--- src/rtl/rwc_pkg.sv ---
// Shared types and helpers for the read-write-collision voting controller.
// Optional feature macro used by this slice: RWC_UNSTABLE_MASK_EN.
package rwc_pkg;

    typedef enum logic [2:0] {
        IDLE,
        WRITE,
        SAMP_W,
        CLEAR,
        SAMP_C,
        VOTE,
        HOLD
    } rwc_state_t;

    localparam logic CLEAR_BIT_DEFAULT = 1'b0;

    // Wide enough to count every round of a challenge, including the all-ones case.
    function automatic int cnt_width(input int rounds);
        return $clog2(rounds + 1);
    endfunction

endpackage

--- src/rtl/rwc_vote_acc.sv ---
// Per-bit vote counters with clear/accumulate and combinational majority decision.
// RWC_UNSTABLE_MASK_EN adds the per-bit disagreement output.
import rwc_pkg::*;

module rwc_vote_acc #(
    parameter int DATA_W     = 32,
    parameter int NUM_ROUNDS = 5
) (
    input  logic              clk_i,
    input  logic              rst_ni,
    input  logic              clr_i,
    input  logic              acc_i,
    input  logic [DATA_W-1:0] din_i,
`ifdef RWC_UNSTABLE_MASK_EN
    output logic [DATA_W-1:0] unstable_o,
`endif
    output logic [DATA_W-1:0] vote_o
);

    localparam int              CW    = cnt_width(NUM_ROUNDS);
    localparam logic [CW:0]     MAJ_T = NUM_ROUNDS[CW:0];
    localparam logic [CW-1:0]   ALL_C = NUM_ROUNDS[CW-1:0];

    logic [CW-1:0] cnt_q [DATA_W];
    logic [CW-1:0] cnt_d [DATA_W];

    always_comb begin
        for (int i = 0; i < DATA_W; i++) begin
            cnt_d[i] = cnt_q[i];
            if (clr_i) begin
                cnt_d[i] = '0;
            end else if (acc_i) begin
                cnt_d[i] = cnt_q[i] + CW'(din_i[i]);
            end
        end
    end

    always_ff @(posedge clk_i or negedge rst_ni) begin
        if (!rst_ni) begin
            for (int i = 0; i < DATA_W; i++) begin
                cnt_q[i] <= '0;
            end
        end else begin
            cnt_q <= cnt_d;
        end
    end

    // Majority: twice the count of ones exceeds the (odd) number of rounds.
    always_comb begin
        for (int i = 0; i < DATA_W; i++) begin
            vote_o[i] = {cnt_q[i], 1'b0} > MAJ_T;
        end
    end

`ifdef RWC_UNSTABLE_MASK_EN
    always_comb begin
        for (int i = 0; i < DATA_W; i++) begin
            unstable_o[i] = (cnt_q[i] != '0) && (cnt_q[i] != ALL_C);
        end
    end
`endif

endmodule

--- src/rtl/rwc_vote_ctrl.sv ---
// RWC PUF controller: repeats write/read/clear/read collisions and majority-votes the samples.
// RWC_UNSTABLE_MASK_EN adds the rsp_unstable_o disagreement mask.
import rwc_pkg::*;

module rwc_vote_ctrl #(
    parameter int                DATA_W        = 32,
    parameter int                ADDR_W        = 10,
    parameter int                NUM_ROUNDS    = 5,
    parameter int                RD_LAT        = 1,
    parameter logic [DATA_W-1:0] CLEAR_PATTERN = {DATA_W{CLEAR_BIT_DEFAULT}}
) (
    input  logic              clk_i,
    input  logic              rst_ni,
    input  logic              start_i,
    output logic              ready_o,
    input  logic [ADDR_W-1:0] cha_addr_i,
    input  logic [DATA_W-1:0] cha_data_i,
    input  logic              abort_i,
    output logic              rsp_valid_o,
    input  logic              rsp_ready_i,
    output logic [DATA_W-1:0] rsp_write_o,
    output logic [DATA_W-1:0] rsp_clean_o,
`ifdef RWC_UNSTABLE_MASK_EN
    output logic [DATA_W-1:0] rsp_unstable_o,
`endif
    output logic              bram_we_o,
    output logic [ADDR_W-1:0] bram_addr_o,
    output logic [DATA_W-1:0] bram_din_o,
    input  logic [DATA_W-1:0] bram_dout_i
);

    if (NUM_ROUNDS < 1 || (NUM_ROUNDS % 2) == 0) begin : g_bad_rounds
        $error("rwc_vote_ctrl: NUM_ROUNDS must be odd and at least 1");
    end
    if (RD_LAT < 1 || RD_LAT > 2) begin : g_bad_lat
        $error("rwc_vote_ctrl: RD_LAT must be 1 or 2");
    end

    localparam int            RW         = cnt_width(NUM_ROUNDS);
    localparam int            LR         = NUM_ROUNDS - 1;
    localparam logic [RW-1:0] LAST_ROUND = LR[RW-1:0];
    localparam int            LL         = RD_LAT - 1;
    localparam logic          LAT_LAST   = LL[0];

    rwc_state_t        state_q, state_d;
    logic [RW-1:0]     round_q, round_d;
    logic              lat_q, lat_d;
    logic [ADDR_W-1:0] addr_q;
    logic [DATA_W-1:0] data_q;
    logic [DATA_W-1:0] rsp_write_q, rsp_clean_q;
    logic              we_pos_q, we_neg_q;
    logic              samp_last, vote_clr, acc_w, acc_c, do_vote;
    logic [DATA_W-1:0] vote_w, vote_c;

    assign samp_last = (lat_q == LAT_LAST);

    always_ff @(posedge clk_i or negedge rst_ni) begin
        if (!rst_ni) begin
            state_q <= IDLE;
        end else begin
            state_q <= state_d;
        end
    end

    always_comb begin
        state_d = state_q;
        unique case (state_q)
            IDLE:    if (start_i) state_d = WRITE;
            WRITE:   state_d = SAMP_W;
            SAMP_W:  if (samp_last) state_d = CLEAR;
            CLEAR:   state_d = SAMP_C;
            SAMP_C:  if (samp_last) state_d = (round_q == LAST_ROUND) ? VOTE : WRITE;
            VOTE:    state_d = HOLD;
            HOLD:    if (rsp_ready_i) state_d = IDLE;
            default: state_d = IDLE;
        endcase
        if (abort_i && state_q != IDLE) begin
            state_d = IDLE;
        end
    end

    always_comb begin
        ready_o     = (state_q == IDLE);
        rsp_valid_o = (state_q == HOLD);
        vote_clr    = (state_q == IDLE) && start_i;
        acc_w       = (state_q == SAMP_W) && samp_last && !abort_i;
        acc_c       = (state_q == SAMP_C) && samp_last && !abort_i;
        do_vote     = (state_q == VOTE) && !abort_i;
        bram_din_o  = '0;
        if (state_q == WRITE) begin
            bram_din_o = data_q;
        end else if (state_q == CLEAR) begin
            bram_din_o = CLEAR_PATTERN;
        end
    end

    always_comb begin
        round_d = round_q;
        if (vote_clr) begin
            round_d = '0;
        end else if (acc_c && round_q != LAST_ROUND) begin
            round_d = round_q + RW'(1);
        end
        lat_d = ((state_q == SAMP_W || state_q == SAMP_C) && !samp_last && !abort_i);
    end

    always_ff @(posedge clk_i or negedge rst_ni) begin
        if (!rst_ni) begin
            round_q     <= '0;
            lat_q       <= 1'b0;
            addr_q      <= '0;
            data_q      <= '0;
            rsp_write_q <= '0;
            rsp_clean_q <= '0;
        end else begin
            round_q <= round_d;
            lat_q   <= lat_d;
            if (vote_clr) begin
                addr_q <= cha_addr_i;
                data_q <= cha_data_i;
            end
            if (do_vote) begin
                rsp_write_q <= vote_w;
                rsp_clean_q <= vote_c;
            end
        end
    end

    // Write pulse covers only the first half-cycle: the rising edge arms it, the next falling edge disarms it.
    always_ff @(posedge clk_i or negedge rst_ni) begin
        if (!rst_ni) begin
            we_pos_q <= 1'b0;
        end else if (state_d == WRITE || state_d == CLEAR) begin
            we_pos_q <= ~we_pos_q;
        end
    end

    always_ff @(negedge clk_i or negedge rst_ni) begin
        if (!rst_ni) begin
            we_neg_q <= 1'b0;
        end else begin
            we_neg_q <= we_pos_q;
        end
    end

    assign bram_we_o   = we_pos_q ^ we_neg_q;
    assign bram_addr_o = addr_q;
    assign rsp_write_o = rsp_write_q;
    assign rsp_clean_o = rsp_clean_q;

`ifdef RWC_UNSTABLE_MASK_EN
    logic [DATA_W-1:0] unst_w, unst_c, rsp_unstable_q;

    always_ff @(posedge clk_i or negedge rst_ni) begin
        if (!rst_ni) begin
            rsp_unstable_q <= '0;
        end else if (do_vote) begin
            rsp_unstable_q <= unst_w | unst_c;
        end
    end

    assign rsp_unstable_o = rsp_unstable_q;
`endif

    rwc_vote_acc #(.DATA_W(DATA_W), .NUM_ROUNDS(NUM_ROUNDS)) u_acc_write (
        .clk_i      (clk_i),
        .rst_ni     (rst_ni),
        .clr_i      (vote_clr),
        .acc_i      (acc_w),
        .din_i      (bram_dout_i),
`ifdef RWC_UNSTABLE_MASK_EN
        .unstable_o (unst_w),
`endif
        .vote_o     (vote_w)
    );

    rwc_vote_acc #(.DATA_W(DATA_W), .NUM_ROUNDS(NUM_ROUNDS)) u_acc_clean (
        .clk_i      (clk_i),
        .rst_ni     (rst_ni),
        .clr_i      (vote_clr),
        .acc_i      (acc_c),
        .din_i      (bram_dout_i),
`ifdef RWC_UNSTABLE_MASK_EN
        .unstable_o (unst_c),
`endif
        .vote_o     (vote_c)
    );

endmodule

--- config.mk ---
export PLATFORM = sky130hd
export DESIGN_NAME = rwc_vote_ctrl
export DESIGN_NICKNAME = d
export VERILOG_FILES = /design/src/rtl/rwc_pkg.sv /design/src/rtl/rwc_vote_acc.sv /design/src/rtl/rwc_vote_ctrl.sv
export SDC_FILE = /design/constraint.sdc
export NUM_CORES = 1
export LEC_CHECK = 0
export CORE_ASPECT_RATIO = 1.1
export CORE_MARGIN = 4
export CORE_UTILIZATION = 28
export CTS_CLUSTER_DIAMETER = 100
export DETAILED_ROUTE_END_ITERATION = 8
export GPL_ROUTABILITY_DRIVEN = 0
export PLACE_DENSITY = 0.58
export SETUP_SLACK_MARGIN = 0.02
export SYNTH_ARGS = -nofsm -noshare
export SYNTH_HDL_FRONTEND = slang
export SYNTH_SLANG_ARGS = --single-unit
--- constraint.sdc ---
create_clock -name clk_i -period 4.8 [get_ports clk_i]
set_clock_uncertainty 0.15 [all_clocks]
set_input_delay 1.2 -clock clk_i [delete_from_list [all_inputs] [get_ports clk_i]]
set_output_delay 1.2 -clock clk_i [all_outputs]
set_load 0.01 [all_outputs]
==> impl_summary.txt <==
----------------------------------------------------
[Global routing]
  GR met3 Demand/Resource ... 0.0324
  Most heavily used metal layer in global routing ... met2
  Final global-route overflow total ... 0
  Initial antenna violation count ... 0
  Total track usage ... 0.137
  Met1 layer usage reported by global route ... 0.182
  Number of global-route vias before repair ... 10700
  Pin count of the biggest net entering global routing ... 155
  Met2 routing resource usage after global routing ... 0.228
  Global-route wire length before repair ... 60800 um

[Synthesis]
  Instance count of the mapped netlist ... 1500
  Post-synth EDFFs ... 0
  Post-synthesis async set-or-reset flop share ... 1.00
  Top cell type's share of synthesized area ... 0.534
  Portion of the post-synthesis area used by sequential elements ... 0.535
  Main synth FF type ... dfrtp_1
  Leading cell types by total area after synthesis ... dfrtp_1 53%, ha_1 11%, nand2_1 10%
  Library cell occupying the most area in the post-synthesis netlist ... dfrtp_1
  Post-Syn Nets ... 1709
  Yosys warnings ... 0
  Post-synthesis average cell area ... 9.57 um2
  Unique cell type count in the Yosys netlist ... 33
  Area of the mapped netlist ... 14300 um2
  Seq cells post-synth ... 307

[Die]
  Row cnt ... 86
  Effective utilization at floorplan ... 0.285
  Core Footprint ... 50400 um2
  Die ar. ... 54900 um2
  Die span in y ... 245 um
  Chip Width ... 224 um
  Ports ... 188

[Final layout]
  Post-synthesis to final-layout area growth ... 26.3%
  Final cell count without fillers ... 2341
  Most common cell after layout, fill and taps aside ... nand2_1
  Net count reported at finish ... 1863
  Top library cells by usage in the layout, fill and taps aside ... 385 x nand2_1, 306 x dfrtp_1, 185 x clkdlybuf4s50_1, 133 x nor2_1, 132 x a21oi_1
  Diodes inserted ... 0
  Layout cells sized above 1 ... 0.0559
  Final non-filler cell area ... 18100 um2

[Place]
  DP Worst Slack ... -0.0230 ns
  Placed Instance Area ... 16900 um2
  DP Cell Count ... 2276
  Number of port buffers ... 187
  Total half-perimeter wirelength after legalization and detailed placement ... 24400 um

[Timing]
  Worst Hold Margin ... 0.312 ns
  Max transition margin ... 0.255
  Finish-stage setup viols ... 1
  Setup ws final ... -0.149 ns
  Final hold violations ... 0
  Slew Viols, Final ... 0
  Transition at the pin with the smallest max-transition slack ... 1.11 ns
  Setup repair after global routing missed its margin ... true

[Power]
  Total power per unit cell area ... 518 nW/um2
  Standby leakage power ... 8.78 nW
  Maximum resistive drop on vdd ... 0.324 mV

[Setup path]
  Kind of start point of the critical path ... register
  CP Data Arrival Time ... 3.60 ns
  Maximum fanout count along the critical path ... 1
  Critical Path RT ... 3.45 ns
  Crit path capture type ... output pin
  Critical setup path kind ... register to output pin

[Routing]
  Number of search-and-repair iterations in the first detailed-routing pass ... 5
  Average vias per placed instance ... 4.57
  Violation count after the first detailed-routing iteration ... 536
  # DRC ... 0
  Overall routed net length ... 37600 um
  Count of nets left with antenna violations after detail routing ... 0
  Via count of the routed design ... 10700
  WL per Instance ... 16.1 um

[Flow run]
  Count of max-cap constraint violations ... 0

[CTS]
  Hold-fix buffers at CTS ... 0
  H-Tree Level Count ... 2
  CTS Root Buffer Type ... clkbuf_16
  Clock sink total ... 307
  CTS max path bufs ... 3
  Clock insertion delay at the later pin of the skew report ... 0.53 ns
  Clock slew at reported path FFs ... 0.06 ns
  Number of buffers created by CTS ... 36
  Number of buffers inserted by post-CTS setup repair ... 0
  CTS tree ... yes

[Outcome]
  Failing checks ... setup timing
  Run status ... finished, violations left

[Min path]
  Hold Crit Class ... register to register

----------------------------------------------------
==> flip-flops by register name, indices dropped and copies added (netlist names) <==
name	flops
lat_q	1
we_pos_q	1
bram_addr_o	10
u_acc_write.cnt_q	96
rsp_write_o	32
state_q	3
u_acc_clean.cnt_q	96
round_q	3
rsp_clean_o	32
we_neg_q	1
data_q	32
==> through the flow <==
| stage | utilization | setup TNS [ns] | power (mW) |
|---|---|---|---|
| 3_3_place_gp | 0.335 | -0.0274 | 6.53 |
| 5_1_grt | 0.360 | -0.204 | 10.0 |
| 4_1_cts | 0.360 | -0.180 | 9.58 |
| 3_5_place_dp | 0.335 | -0.0230 | 6.59 |
| 2_1_floorplan | - | 0 | 5.05 |
| 6_report | 0.360 | -0.149 | 9.38 |
==> critical path, stage by stage (launching register included) <==
cell and delay (ns):
dfrtn_1 0.40, xor2_1 0.13, buf_2 0.14
==> final timing paths <==
check | from | end | slack, ns | cells past startpoint
hold / removal | data_q[7] | data_q[7] | 0.31 | 2
hold reg to reg | data_q[7] | data_q[7] | 0.31 | 2
setup reg to reg | we_pos_q | we_neg_q | 1.68 | 0
setup / recovery | we_neg_q | bram_we_o | -0.15 | 2
min in group asynchronous | rst_ni | data_q[15] | 0.39 | 1
max in group asynchronous | rst_ni | we_neg_q | 1.59 | 1
==> cells by family (layout without fill, tap and decap cells) <==
family                   count (synthesis)  after routing  synth area share
AND/OR/NAND/NOR                        701            701             0.207
flip-flops                             307            307             0.535
AO/OA/AOI/OAI                          200            200            0.0709
adder cells (fa/ha/maj)                130            130             0.113
buffers and inverters                   94            275            0.0320
XOR/XNOR                                68             68            0.0415
==> where the power goes <==
part	switching, mW	internal, mW	leakage (nW)	total, mW
sequential	0.428	3.24	4.05	3.66
clock	1.14	1.79	0.623	2.93
combinational	1.51	1.28	4.10	2.79
total	3.07	6.31	8.78	9.38
==> what timing repair did <==
item                                   CTS  global route
gates resized for setup                  4             0
endpoints found under the hold margin    0             0
cloned                                   0             0
setup endpoints to repair                1             1
==> synth_stat cells, types with 4 or more instances <==
cell type  number
nand2_1       386
dfrtp_1       306
nor2_1        134
a21oi_1       132
nand3_1       131
ha_1          130
xor2_1         65
o21ai_0        54
buf_2          48
and2_1         34
clkbuf_1       30
o21ai_1        10
buf_6           4
clkbuf_2        4
==> cell type report <==
class,instances,area (um2)
fill,5037,32200
sequential,307,7680
multi-input combinational,1099,6240
timing repair buffer,207,2080
clock buffer,47,1020
tap,660,826
clock inverter,18,245
inverter,3,11.3
==> per-layer routing <==
metal / up-vias / wire length [um]
li1: 5276 / -
met1: 5200 / 17500
met2: 173 / 17600
met3: 42 / 1930
met4: 0 / 612
met5: - / 0
No activity file was read; power rests on OpenSTA's default activity.
